`src/rtl/anc_frame_sequencer.sv`:
```
// anc_frame_sequencer: per-sample lowpass -> LMS -> FIR scheduler with overrun counting; optional stage watchdog via SEQ_WATCHDOG_EN
module anc_frame_sequencer #(
    parameter int TIMEOUT_CYCLES = 2048,
    parameter int OVR_CNT_W      = 8
) (
    input  logic                 clk_in,
    input  logic                 rst_in,
    input  logic                 sample_ready_in,
    input  logic                 nc_on_in,
    input  logic                 adapt_en_in,
    input  logic                 lowpass_done_in,
    input  logic                 lms_done_in,
    input  logic                 fir_done_in,
    output logic                 lowpass_start_out,
    output logic                 lms_start_out,
    output logic                 fir_start_out,
    output logic                 y_valid_out,
    output logic                 bypass_out,
    output logic                 busy_out,
    output logic                 overrun_out,
    output logic [OVR_CNT_W-1:0] overrun_count_out,
    output logic                 timeout_out
);
    typedef enum logic [2:0] {IDLE, LP_WAIT, LMS_WAIT, FIR_WAIT, DONE} state_t;
    state_t state, state_nx;
    logic nc_q, adapt_q;
    logic lp_go, lms_go, fir_go, ovr_go;
    logic lp_ok, lms_ok, fir_ok, in_wait, wd_hit;
    assign in_wait = state inside {LP_WAIT, LMS_WAIT, FIR_WAIT};
    assign lp_ok   = lowpass_done_in && !lowpass_start_out;
    assign lms_ok  = lms_done_in && !lms_start_out;
    assign fir_ok  = fir_done_in && !fir_start_out;
`ifdef SEQ_WATCHDOG_EN
    localparam int CW = $clog2(TIMEOUT_CYCLES + 1);
    logic [CW-1:0] wd_cnt;
    assign wd_hit = in_wait && wd_cnt == CW'(TIMEOUT_CYCLES - 1);
    // stage watchdog: restart on every state change, sticky flag when a wait gives up
    always_ff @(posedge clk_in or negedge rst_in) begin
        if (!rst_in) begin
            wd_cnt      <= '0;
            timeout_out <= 1'b0;
        end else begin
            wd_cnt      <= (state_nx != state) ? '0 : wd_cnt + 1'b1;
            timeout_out <= timeout_out | (wd_hit && state_nx == IDLE);
        end
    end
`else
    assign wd_hit      = 1'b0;
    assign timeout_out = 1'b0;
`endif
    // next state and start requests; a done on the last watchdog cycle takes priority
    always_comb begin
        state_nx = state;
        lp_go    = 1'b0;
        lms_go   = 1'b0;
        fir_go   = 1'b0;
        case (state)
            IDLE, DONE: begin
                state_nx = sample_ready_in ? LP_WAIT : IDLE;
                lp_go    = sample_ready_in;
            end
            LP_WAIT:
                if (lp_ok) begin
                    state_nx = !nc_q ? DONE : adapt_q ? LMS_WAIT : FIR_WAIT;
                    lms_go   = nc_q && adapt_q;
                    fir_go   = nc_q && !adapt_q;
                end else if (wd_hit) state_nx = IDLE;
            LMS_WAIT:
                if (lms_ok) begin
                    state_nx = FIR_WAIT;
                    fir_go   = 1'b1;
                end else if (wd_hit) state_nx = IDLE;
            FIR_WAIT:
                state_nx = fir_ok ? DONE : wd_hit ? IDLE : FIR_WAIT;
            default: state_nx = IDLE;
        endcase
        ovr_go = sample_ready_in && in_wait;
    end
    // state register, registered pulses, frame-latched modes and saturating drop counter
    always_ff @(posedge clk_in or negedge rst_in) begin
        if (!rst_in) begin
            state             <= IDLE;
            lowpass_start_out <= 1'b0;
            lms_start_out     <= 1'b0;
            fir_start_out     <= 1'b0;
            y_valid_out       <= 1'b0;
            busy_out          <= 1'b0;
            overrun_out       <= 1'b0;
            bypass_out        <= 1'b0;
            nc_q              <= 1'b0;
            adapt_q           <= 1'b0;
            overrun_count_out <= '0;
        end else begin
            state             <= state_nx;
            lowpass_start_out <= lp_go;
            lms_start_out     <= lms_go;
            fir_start_out     <= fir_go;
            y_valid_out       <= state_nx == DONE;
            busy_out          <= state_nx != IDLE;
            overrun_out       <= ovr_go;
            if (lp_go) begin
                nc_q       <= nc_on_in;
                adapt_q    <= adapt_en_in;
                bypass_out <= !nc_on_in;
            end
            if (ovr_go && !(&overrun_count_out)) overrun_count_out <= overrun_count_out + 1'b1;
        end
    end
endmodule

```
`config.mk`:
```
export PLATFORM = sky130hd
export DESIGN_NAME = anc_frame_sequencer
export DESIGN_NICKNAME = d
export VERILOG_FILES = /design/src/rtl/anc_frame_sequencer.sv
export SDC_FILE = /design/constraint.sdc
export NUM_CORES = 1
export LEC_CHECK = 0
export ABC_AREA = 1
export CAP_MARGIN = 10
export CORE_MARGIN = 5
export CORE_UTILIZATION = 31
export CTS_CLUSTER_SIZE = 25
export DETAILED_ROUTE_END_ITERATION = 8
export DONT_BUFFER_PORTS = 1
export PLACE_DENSITY = 0.46
export SLEW_MARGIN = 10
export SYNTH_ARGS = -nofsm -noshare
export SYNTH_HDL_FRONTEND = slang
export SYNTH_SLANG_ARGS = --single-unit
```
`constraint.sdc`:
```
create_clock -name clk_in -period 3.4 [get_ports clk_in]
set_input_delay 0.17 -clock clk_in [delete_from_list [all_inputs] [get_ports clk_in]]
set_output_delay 0.17 -clock clk_in [all_outputs]
set_load 0.01 [all_outputs]
```
==> summary.md <==
| Metric | Value |
|---|---|
| Synth area leaders | `dfrtp_1, nand2_1, inv_1` |
| Post-synthesis sequential area ratio | `49.8%` |
| Area Growth Syn to Fin | `11.3%` |
| Share of power burned in registers | `50.2%` |
| Comb pwr share | `34.1%` |
| Die Wd | `67.0 um` |
| Post-Place Cells | `172` |
| Largest register FFs | `8` |
| Largest Register | `overrun_count_out` |
| P_leak | `0.606 nW` |
| Routed WL | `1920 um` |
| Hold Path End | `bypass_out` |
| Hold path start | `nc_on_in` |
| DRT iter0 DRCs | `14` |
| Final slew viol count | `0` |
| Worst-Skew Late Latency | `300 ps` |
| Top-area cell type share of the netlist area | `49.8%` |
| P per Cell Area | `781 mW/mm2` |
| # nets final | `145` |
| # diodes | `0` |
| Post-synthesis instance area | `0.00101 mm2` |
| CTS Buf Count | `3` |
| Vias/cell | `4.31` |
| Post-synthesis compound-gate area fraction | `2.24%` |
| GRT Util Overall | `9.98%` |
| Crit share post-route | `40.8%` |
| Resized cells post-CTS | `0` |
| Hold Vio Cnt, Final | `0` |
| Final cell count without fillers | `179` |
| CTS H-tree depth | `1` |
| Crit path kind | `register to register` |
| DIE AREA | `0.00448 mm2` |
| Tot Pwr | `0.000875 W` |
| # Post-CTS Setup Buffers | `0` |
| Maximum vdd drop | `0.000245 V` |
| Worst Hold Class | `input port to register` |
| Switch share | `43.2%` |
| Largest regs | `overrun_count_out: 8 flops, state: 3 flops` |
| Async S/R FF share, synth | `100%` |
| Internal power | `0.000497 W` |
| Die Height | `67.0 um` |
| Maximum capacitance violations | `0` |
| Setup crit end kind | `register` |
| Distinct cells, synth | `20` |
| Multiplexer share of the synthesized area | `0%` |
| Status | `finished, final reports clean` |
| Net Switching | `0.000378 W` |
| Syn Area/Cell | `7.80 um2` |
| Rel. slew slack | `38.2%` |
| Via count | `771` |
| Hold Crit Depth | `3` |
| Vias in the first global route | `723` |
| Layout cells sized above 1 | `10.4%` |
| Reg2reg path depth | `9` |
| Most frequent cells after synthesis | `nand2_1, inv_1, dfrtp_1` |
| CTS Root Cell | `clkbuf_4` |
| Synth Area in Simple Gates | `33.6%` |
| Global-route wire length before repair | `3330 um` |
| Fmax | `721 MHz` |
| DRC Markers | `0` |
| YS warnings | `0` |
| Initial antenna violation count | `0` |
| WP data required | `3600 ps` |
| Initial Util | `32.7%` |
| GP Congestion | `0.729` |
| WL/cell | `10.7 um` |
| I/O Buffers | `0` |
| Post-synthesis register bit count | `20` |
| Skew final | `4.08 ps` |
| Drt pass-1 iters | `3` |
| Grt ovf | `0` |
| RSZ-0062 raised after global routing | `no` |
| Setup Viol. Count Final | `0` |
| Max FO, Critical Path | `9` |
| Reg2Reg Setup Slack | `2010 ps` |
| Type of origin of the critical path | `register` |
| R2R Path End | `overrun_count_out[6]` |
| Setup Total Neg Slack | `0 ps` |
| CORE AREA | `0.00308 mm2` |
| Clk network pwr share | `15.7%` |
| Post-DRT Antenna Nets | `0` |
| Reg-to-Reg Start | `overrun_count_out[0]` |
| Row Count | `20` |
| Critical Path AT | `1590 ps` |
| CTS tree | `yes` |
| Most common cell in the netlist | `nand2_1` |
| Worst-Margin Slew | `924 ps` |
| Number of flops mapped to enable cells by yosys | `0` |
| Mapped Cells | `129` |
| Cell taking the most area after synthesis | `dfrtp_1` |
| Main combinational cell family by area after synthesis | `simple AND/OR/NAND/NOR gates` |
| # IOs | `24` |
| Clock tree buffer depth | `2` |
| Post-synth top flop | `dfrtp_1` |
| Synth Area in Adders | `1.24%` |
| Hold-fix buffers, CTS | `3` |
| Min Tclk post-route | `1390 ps` |
| Post-synthesis xor/xnor area fraction | `2.61%` |
| Num Clock Sinks | `20` |
| Dpl hpwl | `1510 um` |
| Pin count of the biggest net entering global routing | `21` |
| Syn_nets | `138` |
| Reg clk slew, reported paths | `110 ps` |
## worst max path at each step
stage	start	endpoint	depth (start not counted)
floorplan	overrun_count_out[0]	overrun_count_out[6]	9
global route	overrun_count_out[0]	overrun_count_out[6]	9
finish	overrun_count_out[0]	overrun_count_out[6]	9
detailed placement	overrun_count_out[0]	overrun_count_out[6]	9
CTS	overrun_count_out[0]	overrun_count_out[6]	9
global placement	overrun_count_out[0]	overrun_count_out[6]	9
## cells in the final DEF (no fill, tap or decap), types with 2 or more instances in the layout
master and count:
dlygate4sd3_1 3, clkbuf_4 3, nand2_2 5, o21ai_0 3, inv_1 23, nor2_1 16, nand2_1 38, xor2_1 2
nor2_4 2, dfrtp_1 20, nand3_1 7, nor3_1 3
## logic make-up after synthesis
family,count (synthesis)
compound gates,4
xor+xnor,3
fa+ha+maj,1
buf+inv,25
flops,20
other cells,1
simple gates,75
## power groups by stage
stage,combinational (W),clock (W),sequential (W)
2_1_floorplan,0.000249,0,0.000422
3_3_place_gp,0.000293,0,0.000446
3_5_place_dp,0.000299,0,0.000446
4_1_cts,0.000306,0.000145,0.000442
5_1_grt,0.000351,0.000157,0.000454
6_report,0.000299,0.000137,0.000439
## through the flow
| step | util [%] | setup slack (ps) | cell area [um2] | hold WS (ps) |
|---|---|---|---|---|
| CTS | 36.4 | 2000 | 1120 | 78.7 |
| finish | 36.4 | 2010 | 1120 | 82.2 |
| detailed placement | 34.2 | 2020 | 1050 | -125 |
| floorplan | - | 2120 | 1010 | -126 |
| global placement | 34.2 | 2060 | 1050 | -125 |
| global route | 36.4 | 1900 | 1120 | 81.5 |
## routing by layer
metal,part of all wire (%),vias to the layer above,GRT usage (%)
met1,46,351,12.2
met2,44,21,15.5
met3,8.9,2,5.23
met5,0,-,0
li1,-,397,-
met4,0.94,0,2.28
## layout make-up
| type | count | area (um2) |
|---|---|---|
| Fill cell | 330 | 1960 |
| Sequential cell | 20 | 500 |
| Multi-Input combinational cell | 84 | 403 |
| Inverter | 24 | 95.1 |
| Tap cell | 44 | 55.1 |
| Clock buffer | 4 | 36.3 |
| Timing Repair Buffer | 3 | 30.0 |
## critical path, stage by stage, from the launching register on
cell,delay (ps)
dfrtp_1,460
ha_1,240
inv_1,120
nor2_4,60
nand2_2,80
nand2_4,90
inv_6,100
nand2_2,40
nand2_1,60
nand2_1,50
Power figures use the tool's default switching activity.
